## src/rtl/gs232c_ram_initctl_if.sv

```systemverilog
// rtl/gs232c_ram_initctl_if.sv - core request/response and RAM port bundle
interface gs232c_ram_initctl_if #(
  parameter int N = 6,
  parameter int W = 32
);
  logic         req_valid;
  logic         req_ready;
  logic         req_wr;
  logic [N-1:0] req_addr;
  logic [W-1:0] req_wdata;
  logic         resp_valid;
  logic [W-1:0] resp_rdata;
  logic         ram_en;
  logic         ram_we;
  logic [N-1:0] ram_addr;
  logic [W-1:0] ram_wdata;
  logic [W-1:0] ram_rdata;

  modport master (
    output req_valid, req_wr, req_addr, req_wdata, ram_rdata,
    input  req_ready, resp_valid, resp_rdata, ram_en, ram_we, ram_addr, ram_wdata
  );

  modport slave (
    input  req_valid, req_wr, req_addr, req_wdata, ram_rdata,
    output req_ready, resp_valid, resp_rdata, ram_en, ram_we, ram_addr, ram_wdata
  );
endinterface

```

## src/rtl/gs232c_ram_initctl.sv

```systemverilog
// rtl/gs232c_ram_initctl.sv - RAM front-end: init sweep, 2-entry posted-write buffer, forwarded reads
module gs232c_ram_initctl #(
  parameter int             N          = 6,
  parameter int             W          = 32,
  parameter logic [W-1:0]   INIT_VALUE = '0
) (
  input  logic                  clock,
  input  logic                  reset,
  input  logic [N-1:0]          init_index,
  input  logic                  init_valid,
  gs232c_ram_initctl_if.slave   bus,
  output logic                  busy
);

  localparam logic [1:0] P_IDLE  = 2'd0;
  localparam logic [1:0] P_INIT  = 2'd1;
  localparam logic [1:0] P_DRAIN = 2'd2;
  localparam logic [1:0] P_READ  = 2'd3;

  logic [N-1:0] r_addr [2];
  logic [W-1:0] r_data [2];
  logic         r_head;
  logic         r_tail;
  logic [1:0]   r_count;
  logic         r_resp_valid;
  logic         r_fwd_hit;
  logic [W-1:0] r_fwd_data;

  logic         w_ready;
  logic         w_acc;
  logic         w_rd;
  logic         w_wr;
  logic         w_drain;
  logic [1:0]   w_sel;
  logic         w_hit_old;
  logic         w_hit_young;
  logic [W-1:0] w_fwd_data;

  assign w_ready = !reset && !init_valid && (r_count != 2'd2);
  assign w_acc   = bus.req_valid && w_ready;
  assign w_rd    = w_acc && !bus.req_wr;
  assign w_wr    = w_acc && bus.req_wr;

  // Opportunistic drains only use cycles in which no request takes the port,
  // so back-to-back writes can fill the buffer before it forces a drain.
  always_comb begin
    w_sel = P_IDLE;
    if (!reset) begin
      if (init_valid)                          w_sel = P_INIT;
      else if (r_count == 2'd2)                w_sel = P_DRAIN;
      else if (w_rd)                           w_sel = P_READ;
      else if (r_count != 2'd0 && !w_wr)       w_sel = P_DRAIN;
    end
  end

  assign w_drain = (w_sel == P_DRAIN);

  always_comb begin
    bus.ram_en    = 1'b0;
    bus.ram_we    = 1'b0;
    bus.ram_addr  = '0;
    bus.ram_wdata = '0;
    case (w_sel)
      P_INIT: begin
        bus.ram_en    = 1'b1;
        bus.ram_we    = 1'b1;
        bus.ram_addr  = init_index;
        bus.ram_wdata = INIT_VALUE;
      end
      P_DRAIN: begin
        bus.ram_en    = 1'b1;
        bus.ram_we    = 1'b1;
        bus.ram_addr  = r_addr[r_head];
        bus.ram_wdata = r_data[r_head];
      end
      P_READ: begin
        bus.ram_en    = 1'b1;
        bus.ram_addr  = bus.req_addr;
      end
      default: begin
      end
    endcase
  end

  // Entry after the head is the younger one and wins when both match.
  assign w_hit_old   = (r_count != 2'd0) && (r_addr[r_head] == bus.req_addr);
  assign w_hit_young = (r_count == 2'd2) && (r_addr[~r_head] == bus.req_addr);
  assign w_fwd_data  = w_hit_young ? r_data[~r_head] : r_data[r_head];

  always_ff @(posedge clock) begin
    if (reset) begin
      r_head       <= 1'b0;
      r_tail       <= 1'b0;
      r_count      <= 2'd0;
      r_resp_valid <= 1'b0;
      r_fwd_hit    <= 1'b0;
    end else begin
      if (w_wr)    r_tail <= ~r_tail;
      if (w_drain) r_head <= ~r_head;
      if (w_wr && !w_drain)      r_count <= r_count + 2'd1;
      else if (!w_wr && w_drain) r_count <= r_count - 2'd1;
      r_resp_valid <= w_rd;
      r_fwd_hit    <= w_rd && (w_hit_old || w_hit_young);
    end
  end

  always_ff @(posedge clock) begin
    if (w_wr) begin
      r_addr[r_tail] <= bus.req_addr;
      r_data[r_tail] <= bus.req_wdata;
    end
    if (w_rd) r_fwd_data <= w_fwd_data;
  end

  assign bus.req_ready  = w_ready;
  assign bus.resp_valid = !reset && r_resp_valid;
  assign bus.resp_rdata = bus.resp_valid ? (r_fwd_hit ? r_fwd_data : bus.ram_rdata) : '0;
  assign busy           = init_valid || (!reset && (r_count != 2'd0));

endmodule

```

## src/flat_wrapper.sv

```systemverilog
// flat-port wrapper written by rule: the top's interface ports become plain ports
module gs232c_ram_initctl_flat 
#(
  parameter int             N          = 6,
  parameter int             W          = 32,
  parameter logic [W-1:0]   INIT_VALUE = '0
)
  (clock, reset, init_index, init_valid, busy, bus_req_valid, bus_req_wr, bus_req_addr, bus_req_wdata, bus_ram_rdata, bus_req_ready, bus_resp_valid, bus_resp_rdata, bus_ram_en, bus_ram_we, bus_ram_addr, bus_ram_wdata);
  gs232c_ram_initctl_if #(.N(N), .W(W)) bus_i ();
  input  logic clock;
  input  logic reset;
  input  logic [N-1:0] init_index;
  input  logic init_valid;
  output logic busy;
  input wire logic [$bits(bus_i.req_valid)-1:0] bus_req_valid;
  input wire logic [$bits(bus_i.req_wr)-1:0] bus_req_wr;
  input wire logic [$bits(bus_i.req_addr)-1:0] bus_req_addr;
  input wire logic [$bits(bus_i.req_wdata)-1:0] bus_req_wdata;
  input wire logic [$bits(bus_i.ram_rdata)-1:0] bus_ram_rdata;
  output wire logic [$bits(bus_i.req_ready)-1:0] bus_req_ready;
  output wire logic [$bits(bus_i.resp_valid)-1:0] bus_resp_valid;
  output wire logic [$bits(bus_i.resp_rdata)-1:0] bus_resp_rdata;
  output wire logic [$bits(bus_i.ram_en)-1:0] bus_ram_en;
  output wire logic [$bits(bus_i.ram_we)-1:0] bus_ram_we;
  output wire logic [$bits(bus_i.ram_addr)-1:0] bus_ram_addr;
  output wire logic [$bits(bus_i.ram_wdata)-1:0] bus_ram_wdata;
  assign bus_i.req_valid = bus_req_valid;
  assign bus_i.req_wr = bus_req_wr;
  assign bus_i.req_addr = bus_req_addr;
  assign bus_i.req_wdata = bus_req_wdata;
  assign bus_i.ram_rdata = bus_ram_rdata;
  assign bus_req_ready = bus_i.req_ready;
  assign bus_resp_valid = bus_i.resp_valid;
  assign bus_resp_rdata = bus_i.resp_rdata;
  assign bus_ram_en = bus_i.ram_en;
  assign bus_ram_we = bus_i.ram_we;
  assign bus_ram_addr = bus_i.ram_addr;
  assign bus_ram_wdata = bus_i.ram_wdata;
  gs232c_ram_initctl #(.N(N), .W(W), .INIT_VALUE(INIT_VALUE)) u_core (.clock(clock), .reset(reset), .init_index(init_index), .init_valid(init_valid), .bus(bus_i), .busy(busy));
endmodule
```

## config.mk

```make
export PLATFORM = sky130hd
export DESIGN_NAME = gs232c_ram_initctl_flat
export DESIGN_NICKNAME = d
export VERILOG_FILES = /design/src/rtl/gs232c_ram_initctl_if.sv /design/src/rtl/gs232c_ram_initctl.sv /design/src/flat_wrapper.sv
export SDC_FILE = /design/constraint.sdc
export NUM_CORES = 1
export LEC_CHECK = 0
export CAP_MARGIN = 10
export CORE_ASPECT_RATIO = 1.25
export CORE_MARGIN = 2
export CORE_UTILIZATION = 40
export CTS_CLUSTER_DIAMETER = 40
export DETAILED_ROUTE_END_ITERATION = 16
export PLACE_DENSITY = 0.67
export SETUP_SLACK_MARGIN = 0.05
export SYNTH_ARGS = -nofsm -noshare
export SYNTH_HDL_FRONTEND = slang
export SYNTH_SLANG_ARGS = --single-unit
```

## constraint.sdc

```tcl
create_clock -name clock -period 5.65 [get_ports clock]
set_input_delay 1.695 -clock clock [delete_from_list [all_inputs] [get_ports clock]]
set_output_delay 1.695 -clock clock [all_outputs]
set_load 0.02 [all_outputs]
```

* Word-level counts from Yosys, hierarchy flattened
Memory sizes are Yosys's and may differ from the RTL's. A register that Yosys moved wholly into a read port is not among the register bits.
Index checks and enable logic that the tools add are counted.
** Word-level totals
- Memory bits (writable) :: 76
- Output and inout bits :: 75
- Flip-flop bits (word level) :: 38
- Memories kept :: 2
- Bits in read-only memories :: 0
- Bits in latches :: 0
- Input bits :: 81
** Cells by class
- Reduce and logical (&&, ||, !) cells :: 24
- Equal/unequal tests :: 7
- $lt $le $gt $ge :: 0
- Bitwise gates (word level) :: 2
- Shift operators :: 0
- Multiply operators :: 0
- Muxes and demuxes :: 20
- Add/sub/neg operators :: 2
- Div/mod/pow operators :: 0
** Memory list
- u_core.r_data :: words 2, bits a word 32, rd ports 2, clocked after Yosys merged registers in 1, write ports 1, RTL line gs232c_ram_initctl.sv:21 : logic [W-1:0] r_data [2];
- u_core.r_addr :: words 2, bits a word 6, rd ports 2, clocked after Yosys merged registers in 1, write ports 1, RTL line gs232c_ram_initctl.sv:20 : logic [N-1:0] r_addr [2];
** Operators by type and width (number)
- $mux 32 :: 4
- $pmux 6 s3 :: 1
- $mux 2 :: 7
- $logic_and 1x1->1 :: 13
- $eq 6x6->1 :: 2
- $mux 1 :: 8
- $eq 2x2->1 const B :: 3
- $logic_not 1->1 :: 5
- $reduce_bool 2->1 :: 2
- $reduce_or 3->1 :: 1
- $add 2x1->2 const B :: 1
- $eq 2x1->1 const B :: 1
- $logic_or 1x1->1 :: 2
- $ne 2x2->1 const B :: 1
- $not 1->1 :: 2
- $reduce_or 2->1 :: 1
- $sub 2x1->2 const B :: 1

* Depth between registers and ports, before layout
- Depth after elaboration :: 16
- Mapped depth :: 11
- Gate-level depth less buffers :: 11

* Worst setup path after synthesis
OpenSTA, ideal clock, no wires.
- Kind :: input port to output port
- Start :: input reset
- End :: output bus_ram_wdata[21]
- Setup slack :: 236 ps
- Buffers on the path :: 2
- Arrival time :: 3719 ps
- Data required time :: 3955 ps
- Stages on the path :: 9
- Path through :: inv_2 and3_1 nand3b_1 inv_2 a21oi_1 ha_1 clkbuf_1 clkbuf_1 o21a_1
** On the way
- Elaborated cells on any way between the ends :: 15
- Those cells by class :: eq/ne: 1; mux: 6; reduce/logical: 8
** RTL lines
- start: declaration :: RTL line flat_wrapper.sv:11 : input logic reset;
- $logic_not 1->1
- $logic_and 1x1->1 (2 in series) :: RTL line gs232c_ram_initctl.sv:39 : assign w_ready = !reset && !init_valid && (r_count != 2'd2);
- via bus_req_ready :: RTL line flat_wrapper.sv:20 : output wire logic [$bits(bus_i.req_ready)-1:0] bus_req_ready;
- $logic_and 1x1->1 :: RTL line gs232c_ram_initctl.sv:40 : assign w_acc = bus.req_valid && w_ready;
- $logic_and 1x1->1 :: RTL line gs232c_ram_initctl.sv:41 : assign w_rd = w_acc && !bus.req_wr;
- via u_core.w_rd :: RTL line gs232c_ram_initctl.sv:31 : logic w_rd;
- $mux 2 :: RTL line gs232c_ram_initctl.sv:51 : else if (w_rd) w_sel = P_READ;
- $mux 2 :: RTL line gs232c_ram_initctl.sv:50 : else if (r_count == 2'd2) w_sel = P_DRAIN;
- $mux 2 :: RTL line gs232c_ram_initctl.sv:49 : if (init_valid) w_sel = P_INIT;
- $mux 2 :: RTL line gs232c_ram_initctl.sv:48 : if (!reset) begin
- $eq 2x2->1 :: RTL line gs232c_ram_initctl.sv:63 : case (w_sel)
- $mux 32 :: RTL line gs232c_ram_initctl.sv:63
- end: declaration :: RTL line flat_wrapper.sv:26 : output wire logic [$bits(bus_i.ram_wdata)-1:0] bus_ram_wdata;
The timed path passes the listed nets, and every way through them passes these cells.

* Worst setup path after layout
- Start :: input reset
- End :: output bus_ram_wdata[21]
** On the way
- Elaborated cells on any way between the ends :: 15
- Those cells by class :: eq/ne: 1; mux: 6; reduce/logical: 8
** RTL lines (RTL line)
- $logic_not 1->1
- $logic_and 1x1->1 (2 in series) :: gs232c_ram_initctl.sv:39
- $logic_and 1x1->1 :: gs232c_ram_initctl.sv:40
- $logic_and 1x1->1 :: gs232c_ram_initctl.sv:41
- via u_core.w_rd :: gs232c_ram_initctl.sv:31
- $mux 2 :: gs232c_ram_initctl.sv:51
- $mux 2 :: gs232c_ram_initctl.sv:50
- $mux 2 :: gs232c_ram_initctl.sv:49
- $mux 2 :: gs232c_ram_initctl.sv:48
- $eq 2x2->1 :: gs232c_ram_initctl.sv:63
- $mux 32 :: gs232c_ram_initctl.sv:63
The timed path passes the listed nets, and every way through them passes these cells.

==> impl_results.md <==
- Outcome: completed
- Largest net degree at the start of global routing: 73
- CP max stage delay: 500 ps
- Final Cell Area: 0.00853 mm²
- Power per cell area: 262 mW/mm²
- Top fanout value on the critical path: 19
- Sw Ratio: between 20% and 30%
- Number of remaining DRC errors: 0
- Die area: 0.0165 mm²
- Syn Inst Count: 562
- # IOs: approximately 160
- Post-DP HPWL: around 10 mm
- CTS tree: yes
- Clock Sinks: roughly 120
- EDFF count, synth: 108
- Worst-Skew Late Latency: around 400 ps
- F_max: between 150 and 200 MHz
- Final WL: approximately 15 mm
- Worst-case clock buffer depth: 2
- Crit path top cell by count: inv_2
- Post-Synthesis Cell Area: between 0.006 and 0.007 mm²
- Placed cell area: about 0.0080 mm²
- Internal power: around 1.7 mW
- Ys flop type: edfxtp_1
- Hold WC Path Type: register to register
- Minimum clock period: about 5400 ps
- CTS Root Cell: clkbuf_16
- Initial Utilization: between 40% and 50%
- Setup violations, final: 0
- Vias per cell: between 5 and 6
- P&R area growth vs syn: 37.4%
- Total track usage: 18.6%
- Sequential share of power: between 40% and 50%
- Seq/Total Area, Yosys: a little over half
- Num CTS Buffers: 17
- Final hold violation count: 0
- Post-layout util: 56.6%
- Max-slew violation count: 0
- Leakage: approximately 3.1 nW
- Final WS setup: between 200 and 250 ps
- Initial DRC count: ~160
- Gp weighted congestion: approximately 0.8
- Pwr Total: between 2 and 2.5 mW
- Pre-CTS WS: -194 ps
- Grt ovf: 0
- Clk slew on worst S/H paths: 50 ps
- Max_cap viols: 0
- Net switching power: 0.487 mW
- Worst Setup Path Type: input pin to primary output
- Largest cells by area after synthesis: edfxtp_1 52%, mux2i_1 6.1%, a211o_1 4.5%, nand2_1 4.0%, o21a_1 3.9%
- Cts hold-fix bufs: 0
- First-pass GRT wire length: 23.2 mm
- Most frequent cell after synthesis: edfxtp_1
- Number of global-route vias before repair: 4,782
- Synth Warn #: 0
- TritonRoute pass-1 iters: 5
- Cell Rows: 50
- Hold_ws: between 500 and 600 ps
- Total vias in the final route: around 4,700
- Synth top cells by count: 108 x edfxtp_1, 66 x nand2_1, 43 x nor2_1
- Yosys top cell area share: 52.2%
- Worst setup SP type: input pin
- Async SR Flop Fraction: 0%
- Cell variety after synth: 36
- Fin crit share: between 90 and 100%
- Cell Chain, Critical Path: clkdlybuf4s50_1 -> inv_2 -> and3_1 -> nand3b_1 -> inv_2 -> a21oi_1 -> buf_4 -> ha_2 -> buf_12 -> o21a_1 -> dlygate4sd2_1
- Layout cell share with drive strength beyond 1: 8.59%
- CORE AREA: between 0.015 and 0.02 mm²
- Initial antenna violation count: 0
- Synth Register Bits: around 120
- RSZ-0062 raised after global routing: no
- Placed cells: 897
- Non-filler instance count after layout: roughly 930
- Nets@finish: slightly below 800
- Clock power frac: between 40% and 50%
- Die W: between 100 and 150 µm
- Max IR drop VDD: around 140 µV
- Post-route setup TNS: 0 ps
- Slowest cell on the critical path: clkdlybuf4s50_1
- Syn Nets: between 600 and 700
- Comb pwr share: between 10% and 20%
- WP data arrival: 3740 ps
- Worst slew margin: between 20% and 30%
- Post-synth top area cell: edfxtp_1
- Average wire per standard cell: ~16 µm
- Worst EP required: between 3000 and 4000 ps
- Setup crit end kind: primary output
- Syn avg cell area: around 11 µm²
- Least-Margin Pin Slew: 1060 ps
- Die height: ~140 µm
- Clock skew: about 8.0 ps
- Max H-tree Level: 4
- DRT antenna net count: 0
- Port bufs: around 160
-- flip-flops by register name, indices dropped and copies added, names as in the netlist, named ones only --
signal and flops:
u_core.r_addr 12, u_core.r_count 2, u_core.r_data 64, u_core.r_fwd_data 32, u_core.r_fwd_hit 1, u_core.r_head 1, u_core.r_resp_valid 1, u_core.r_tail 1
-- critical path: cells and delay by family --
kind | cells | cell delay [ps]
buffers and inverters | 6 | 1290
and+or+nand+nor | 2 | 290
adders and majority gates | 1 | 230
AOI/OAI and AO/OA | 2 | 230
-- layout by cell type (no fill, tap or decap), drive strengths merged, types with 33 or more instances in the layout --
cell           netlist  routed
clkdlybuf4s50        0     117
edfxtp             108     108
nand2               66      66
nor2                43      43
mux2i               38      38
nand2b              35      35
and2                33      33
nor2b               33      33
-- kinds of logic after synthesis --
group / after synthesis / synth area share, %
mux: 44 / 7.21
simple gates: 221 / 18.0
flops: 115 / 54.5
buf+inv: 52 / 3.77
xor+xnor: 16 / 2.26
compound gates: 108 / 13.1
fa+ha+maj: 6 / 1.21
-- worst paths after layout --
check,start,slack (ps),depth (start not counted),endpoint
setup reg to reg,u_core.r_head$_SDFFE_PP0N_,2510,7,u_core.r_fwd_data[17]$_DFFE_PP_
hold / removal,u_core.r_count[1]$_SDFFE_PP0P_,510,2,u_core.r_count[1]$_SDFFE_PP0P_
setup / recovery,reset,210,11,bus_ram_wdata[21]
hold reg to reg,u_core.r_count[1]$_SDFFE_PP0P_,510,2,u_core.r_count[1]$_SDFFE_PP0P_
-- per-layer routing --
| layer | global-route usage, % | wire [µm] | up-vias |
|---|---|---|---|
| met5 | 0 | 0 | - |
| met4 | 7.36 | 227 | 0 |
| met3 | 4.64 | 639 | 18 |
| met2 | 34.6 | 8360 | 111 |
| met1 | 19.9 | 5860 | 2270 |
| li1 | - | - | 2322 |
-- final cells by class --
type / instances / area [µm²]
Timing Repair Buffer: 169 / 1640
Tap cell: 208 / 260
Fill cell: 1333 / 6550
Multi-Input combinational cell: 395 / 2630
Antenna cell: 1 / 2.50
Sequential cell: 115 / 3390
Clock buffer: 20 / 437
Clock inverter: 12 / 139
Inverter: 11 / 41.3
-- power groups by stage --
stage | Sequential [mW] | Clock [mW] | Combinational, mW
final | 0.961 | 1.05 | 0.225
after global routing | 0.962 | 1.10 | 0.245
after CTS | 0.964 | 1.06 | 0.223
after detailed placement | 0.981 | 0 | 0.227
after global placement | 0.980 | 0 | 0.220
after floorplan | 0.969 | 0 | 0.118
-- what timing repair did --
action	4_1_cts	5_1_grt
setup buffers	0	0
resized for setup	40	12
endpoints found under the hold margin	0	0
endpoints found under the setup margin	38	6
pin swaps	3	3
No activity file was read; power rests on OpenSTA's default activity.
